==> src/rtl/elevator_scheduler.sv <==
// elevator_scheduler: SCAN call scheduler and car sequencer with cycle-counted travel and door dwell
module elevator_scheduler #(
  parameter int N_FLOORS      = 3,
  parameter int TRAVEL_CYCLES = 50000000,
  parameter int DOOR_CYCLES   = 100000000
) (
  input  logic                clk_50,
  input  logic                rst_n,
  input  logic [N_FLOORS-1:0] call_btn,
  output logic [N_FLOORS-1:0] floor_onehot,
  output logic [N_FLOORS-1:0] pending,
  output logic                motor_up,
  output logic                motor_down,
  output logic                door_open,
  output logic                busy
);
  typedef enum logic [1:0] {IDLE, MOVING, DOOR} state_t;
  localparam logic [26:0] TRAVEL_LAST = 27'(TRAVEL_CYCLES - 1);
  localparam logic [26:0] DOOR_LAST   = 27'(DOOR_CYCLES - 1);
  state_t              state, state_n;
  logic                dir, dir_n;
  logic [26:0]         timer, timer_n;
  logic [N_FLOORS-1:0] floor_n, pending_n;
  logic [N_FLOORS-1:0] below, above, step, step_below, step_above, arr_req;
  logic                req_above, req_below, further, cur_press;
  assign below      = floor_onehot - 1'b1;
  assign above      = ~(below | floor_onehot);
  assign step       = dir ? floor_onehot << 1 : floor_onehot >> 1;
  assign step_below = step - 1'b1;
  assign step_above = ~(step_below | step);
  assign arr_req    = pending | call_btn;
  assign req_above  = |(pending & above);
  assign req_below  = |(pending & below);
  assign further    = dir ? |(arr_req & step_above) : |(arr_req & step_below);
  assign cur_press  = |(call_btn & floor_onehot);
  assign motor_up   = state == MOVING && dir;
  assign motor_down = state == MOVING && !dir;
  assign door_open  = state == DOOR;
  assign busy       = state != IDLE;
  always_comb begin
    state_n   = state;
    dir_n     = dir;
    timer_n   = timer + 27'd1;
    floor_n   = floor_onehot;
    pending_n = pending | call_btn;
    case (state)
      IDLE: begin
        timer_n = '0;
        if (|(pending & floor_onehot)) state_n = DOOR;
        else if (req_above && (dir || !req_below)) begin
          state_n = MOVING;
          dir_n   = 1'b1;
        end else if (req_below) begin
          state_n = MOVING;
          dir_n   = 1'b0;
        end
      end
      MOVING: if (timer == TRAVEL_LAST) begin
        floor_n = step;
        timer_n = '0;
        // a call for the arrival floor on the arrival cycle is served by this stop
        state_n = |(arr_req & step) ? DOOR : further ? MOVING : IDLE;
      end
      default: begin
        pending_n = pending | (call_btn & ~floor_onehot);
        if (cur_press) timer_n = '0;
        else if (timer == DOOR_LAST) begin
          state_n = IDLE;
          timer_n = '0;
        end
      end
    endcase
    if (state_n == DOOR && state != DOOR) pending_n = pending_n & ~floor_n;
  end
  always_ff @(posedge clk_50 or negedge rst_n) begin
    if (!rst_n) begin
      state        <= IDLE;
      dir          <= 1'b1;
      timer        <= '0;
      floor_onehot <= N_FLOORS'(1);
      pending      <= '0;
    end else begin
      state        <= state_n;
      dir          <= dir_n;
      timer        <= timer_n;
      floor_onehot <= floor_n;
      pending      <= pending_n;
    end
  end
endmodule

==> config.mk <==
export PLATFORM = sky130hd
export DESIGN_NAME = elevator_scheduler
export DESIGN_NICKNAME = d
export VERILOG_FILES = /design/src/rtl/elevator_scheduler.sv
export SDC_FILE = /design/constraint.sdc
export NUM_CORES = 1
export LEC_CHECK = 0
export ABC_AREA = 1
export BUFFER_PORTS_ARGS = -buffer_cell sky130_fd_sc_hd__buf_2
export CORE_ASPECT_RATIO = 0.9
export CORE_UTILIZATION = 55
export CTS_BUF_LIST = sky130_fd_sc_hd__clkbuf_8 sky130_fd_sc_hd__clkbuf_16
export DETAILED_ROUTE_END_ITERATION = 12
export GPL_ROUTABILITY_DRIVEN = 0
export PLACE_DENSITY_LB_ADDON = 0.1
export RECOVER_POWER = 25
export SLEW_MARGIN = 20
export SYNTH_ARGS = -nofsm -noshare
export SYNTH_HDL_FRONTEND = slang
export SYNTH_SLANG_ARGS = --single-unit
==> constraint.sdc <==
create_clock -name clk_50 -period 2.4 [get_ports clk_50]
set_clock_uncertainty 0.1 [all_clocks]
set_input_delay 0.24 -clock clk_50 [delete_from_list [all_inputs] [get_ports clk_50]]
set_output_delay 0.24 -clock clk_50 [all_outputs]
set_load 0.02 [all_outputs]
==> impl_metrics.csv <==
group,metric,value,unit
logic_synthesis,synthesis.area,2480,µm²
run_status,status,"complete, no violations",
sta,slew_headroom,42.7,%
sta,min_period,2.02,ns
cts,cts_tree,"built",
sta,hold_viol,0,
detailed_routing,vias_per_cell,5.36,
die,die-area,4790,µm²
critical_path,slowest_stage,"dfstp_2",
sta,max_freq,496,MHz
sta,slew_viol_final,0,
logic_synthesis,synth.ff_latch_count,36,
critical_path,worst-endpoint-required,2.46,ns
global_routing,grt_pass1_wl,9690,µm
critical_path,critPathBufInv,2,
sta,worstMarginPinSlew,0.859,ns
die,initial_utilization,59.0,%
critical_path,path_class,"flop to flop",
logic_synthesis,synth_cell_types,32,
placed_design,dp_hpwl,4380,µm
global_routing,grt_usage,26.8,%
power_and_ir_drop,switching_power,0.000223,W
cts,insertion_delay,0.29,ns
global_routing,grt_start_max_net_pins,37,
power_and_ir_drop,ir_drop,0.350,mV
power_and_ir_drop,leakagePower,1.28,nW
global_routing,antenna_found_initial,0,
logic_synthesis,synth_nets,361,
cts,path_clk_slew,0.07,ns
cts,cts.path.max_buffers,2,
critical_path,r2r_slack,0.38,ns
logic_synthesis,syn_area_per_cell,7.08,µm²
power_and_ir_drop,seqPwrFrac,50.6,%
critical_path,critPathLaunchType,"flop",
detailed_routing,drt_iter0_drc,151,
detailed_routing,num_vias,2300,
power_and_ir_drop,powerDensity,443,nW/µm²
placed_design,post-place-ws,0.448,ns
critical_path,path_max_fanout,8,
power_and_ir_drop,clkPwrFrac,48.0,%
global_routing,grt_pass1_vias,2030,
critical_path,worstPathCellList,"inv_1, ha_1, inv_1, ha_1, nand2_1, o211ai_1, o21a_1, a21oi_1, nand3_1",
cts,cts_setup_buffers,0,
cts,root_buffer,"clkbuf_8",
die,dieWidth,72.9,µm
final_layout,nets,378,
critical_path,cp_top_family,"flip-flops",
power_and_ir_drop,p_sw_share,18.6,%
cts,htree_num_levels,2,
die,core,4210,µm²
power_and_ir_drop,cell_internal_pwr,0.000976,W
detailed_routing,post-route-drc-count,0,
cts,cts_sinks,36,
sta,finalWorstSetupSlack,0.384,ns
detailed_routing,first_pass_iters,5,
sta,post-route-period-util,84.0,%
cts,cts_buffers,5,
detailed_routing,routedWlPerCell,13.3,µm
logic_synthesis,synth_seq_area_share,36.4,%
final_layout,syn2layout_area_growth,9.06,%
final_layout,utilization,64.3,%
min_path,worstHoldPathType,"input port to flop",
sta,rsz0062_at_grt,"false",
final_layout,drive_gt1_share,14.6,%
power_and_ir_drop,combPwrFrac,1.5,%
sta,setup_viol,0,
final_layout,antenna_cells,0,
detailed_routing,routed_wl,5720,µm
critical_path,cp.arrival,2.08,ns
placed_design,io_buffers,14,
logic_synthesis,ys_warn_count,0,
detailed_routing,ant_nets,0,
die,ioPinCount,15,
power_and_ir_drop,total_power,0.00120,W
logic_synthesis,synthCells,351,
die,rows,22,
die,die_h,65.8,µm
critical_path,crit_path_end_kind,"flop",
flow_run,maxCapViolCount,0,
sta,tns,0,ns
critical_path,max_stage_delay,0.60,ns
global_routing,grt_overflow,0,
worst min-delay path: cells and delay by family:
family,cells,cell delay [ns]
AOI/OAI and AO/OA,2,0.18
buffers and inverters,1,0.11
kinds of logic (layout without fill, tap and decap cells):
| kind of cell | count (synthesis) | count (layout) | share of synthesized area, % |
|---|---|---|---|
| compound gates | 27 | 27 | 5.89 |
| xor+xnor | 17 | 17 | 5.99 |
| fa+ha+maj | 5 | 5 | 2.52 |
| buf+inv | 48 | 66 | 8.91 |
| flops | 36 | 36 | 36.4 |
| simple gates | 218 | 218 | 40.3 |
cell usage after synthesis, drive strengths merged:
library cell / number / area, µm²
nand4: 9 / 62.6
ha: 5 / 62.6
or2: 1 / 6.26
nor2: 75 / 354
o21a: 1 / 7.51
nand3b: 1 / 7.51
nor3: 12 / 60.1
clkbuf: 2 / 8.75
buf: 4 / 50.1
a22o: 1 / 8.76
xor2: 12 / 105
dfstp: 2 / 52.6
o211ai: 1 / 7.51
dfrtp: 34 / 851
a31oi: 2 / 12.5
o21ai: 10 / 50.0
nor3b: 1 / 7.51
nand2: 91 / 354
a21oi: 12 / 60.1
xnor2: 5 / 43.8
nand3: 28 / 150
inv: 42 / 163
sequential cells by signal (all words and copies together), names as in the netlist:
name and cells:
floor_onehot 3, pending 3, timer 27, dir 1, state 2
cell type report:
class	instances	area (µm²)
Clock buffer	7	96.3
Clock inverter	1	30.0
Fill cell	369	1500
Inverter	42	163
Multi-Input combinational cell	267	1360
Sequential cell	36	903
Tap cell	60	75.1
Timing Repair Buffer	16	82.6
per-layer routing:
metal	GRT usage, %	vias up	share of wire, %
li1	-	1144	-
met1	40.5	1072	50
met2	37.7	80	42
met3	6.60	4	7.4
met4	6.62	0	0.58
met5	0	-	0
metrics by stage:
step                      cell area, µm²  instances  hold slack (ns)
after floorplan                     2480        351           -0.156
after global placement              2580        420            0.261
after detailed placement            2580        420            0.267
after CTS                           2720        429            0.173
after global routing                2710        429            0.215
final                               2710        429            0.180
path summary, 6_finish.rpt:
path                            startpoint          to  depth (start not counted)
max in group asynchronous            rst_n  pending[1]                          2
min                            call_btn[1]  pending[1]                          3
max                        floor_onehot[0]    state[0]                          9
max reg2reg                floor_onehot[0]    state[0]                          9
min reg2reg                       timer[0]    timer[0]                          1
min in group asynchronous            rst_n   timer[18]                          2
power groups by stage:
stage	combinational, W	clock (W)	sequential [W]
floorplan	0.0000000510	0	0.000618
global placement	0.0000170	0	0.000618
detailed placement	0.0000174	0	0.000618
CTS	0.0000186	0.000593	0.000606
global route	0.0000211	0.000622	0.000606
finish	0.0000175	0.000576	0.000607
cells in the final DEF (no fill, tap or decap), types with 2 or more instances in the layout:
master / n
nand2_1: 88
nor2_1: 50
inv_1: 41
dfrtp_1: 34
nand3_1: 26
nor2_2: 23
nor3_1: 12
xor2_1: 12
a21oi_1: 12
o21ai_0: 9
buf_2: 9
nand4_1: 8
clkbuf_8: 7
xnor2_1: 5
ha_1: 5
clkbuf_1: 4
nand3_2: 2
nor2_4: 2
nand2_2: 2
a31oi_1: 2
dfstp_2: 2
what timing repair did:
action / in CTS / in global routing
hold buffers: 1 / 0
endpoints found under the hold margin: 34 / 0
gates resized for setup: 0 / 0
No activity file was read; power rests on OpenSTA's default activity.
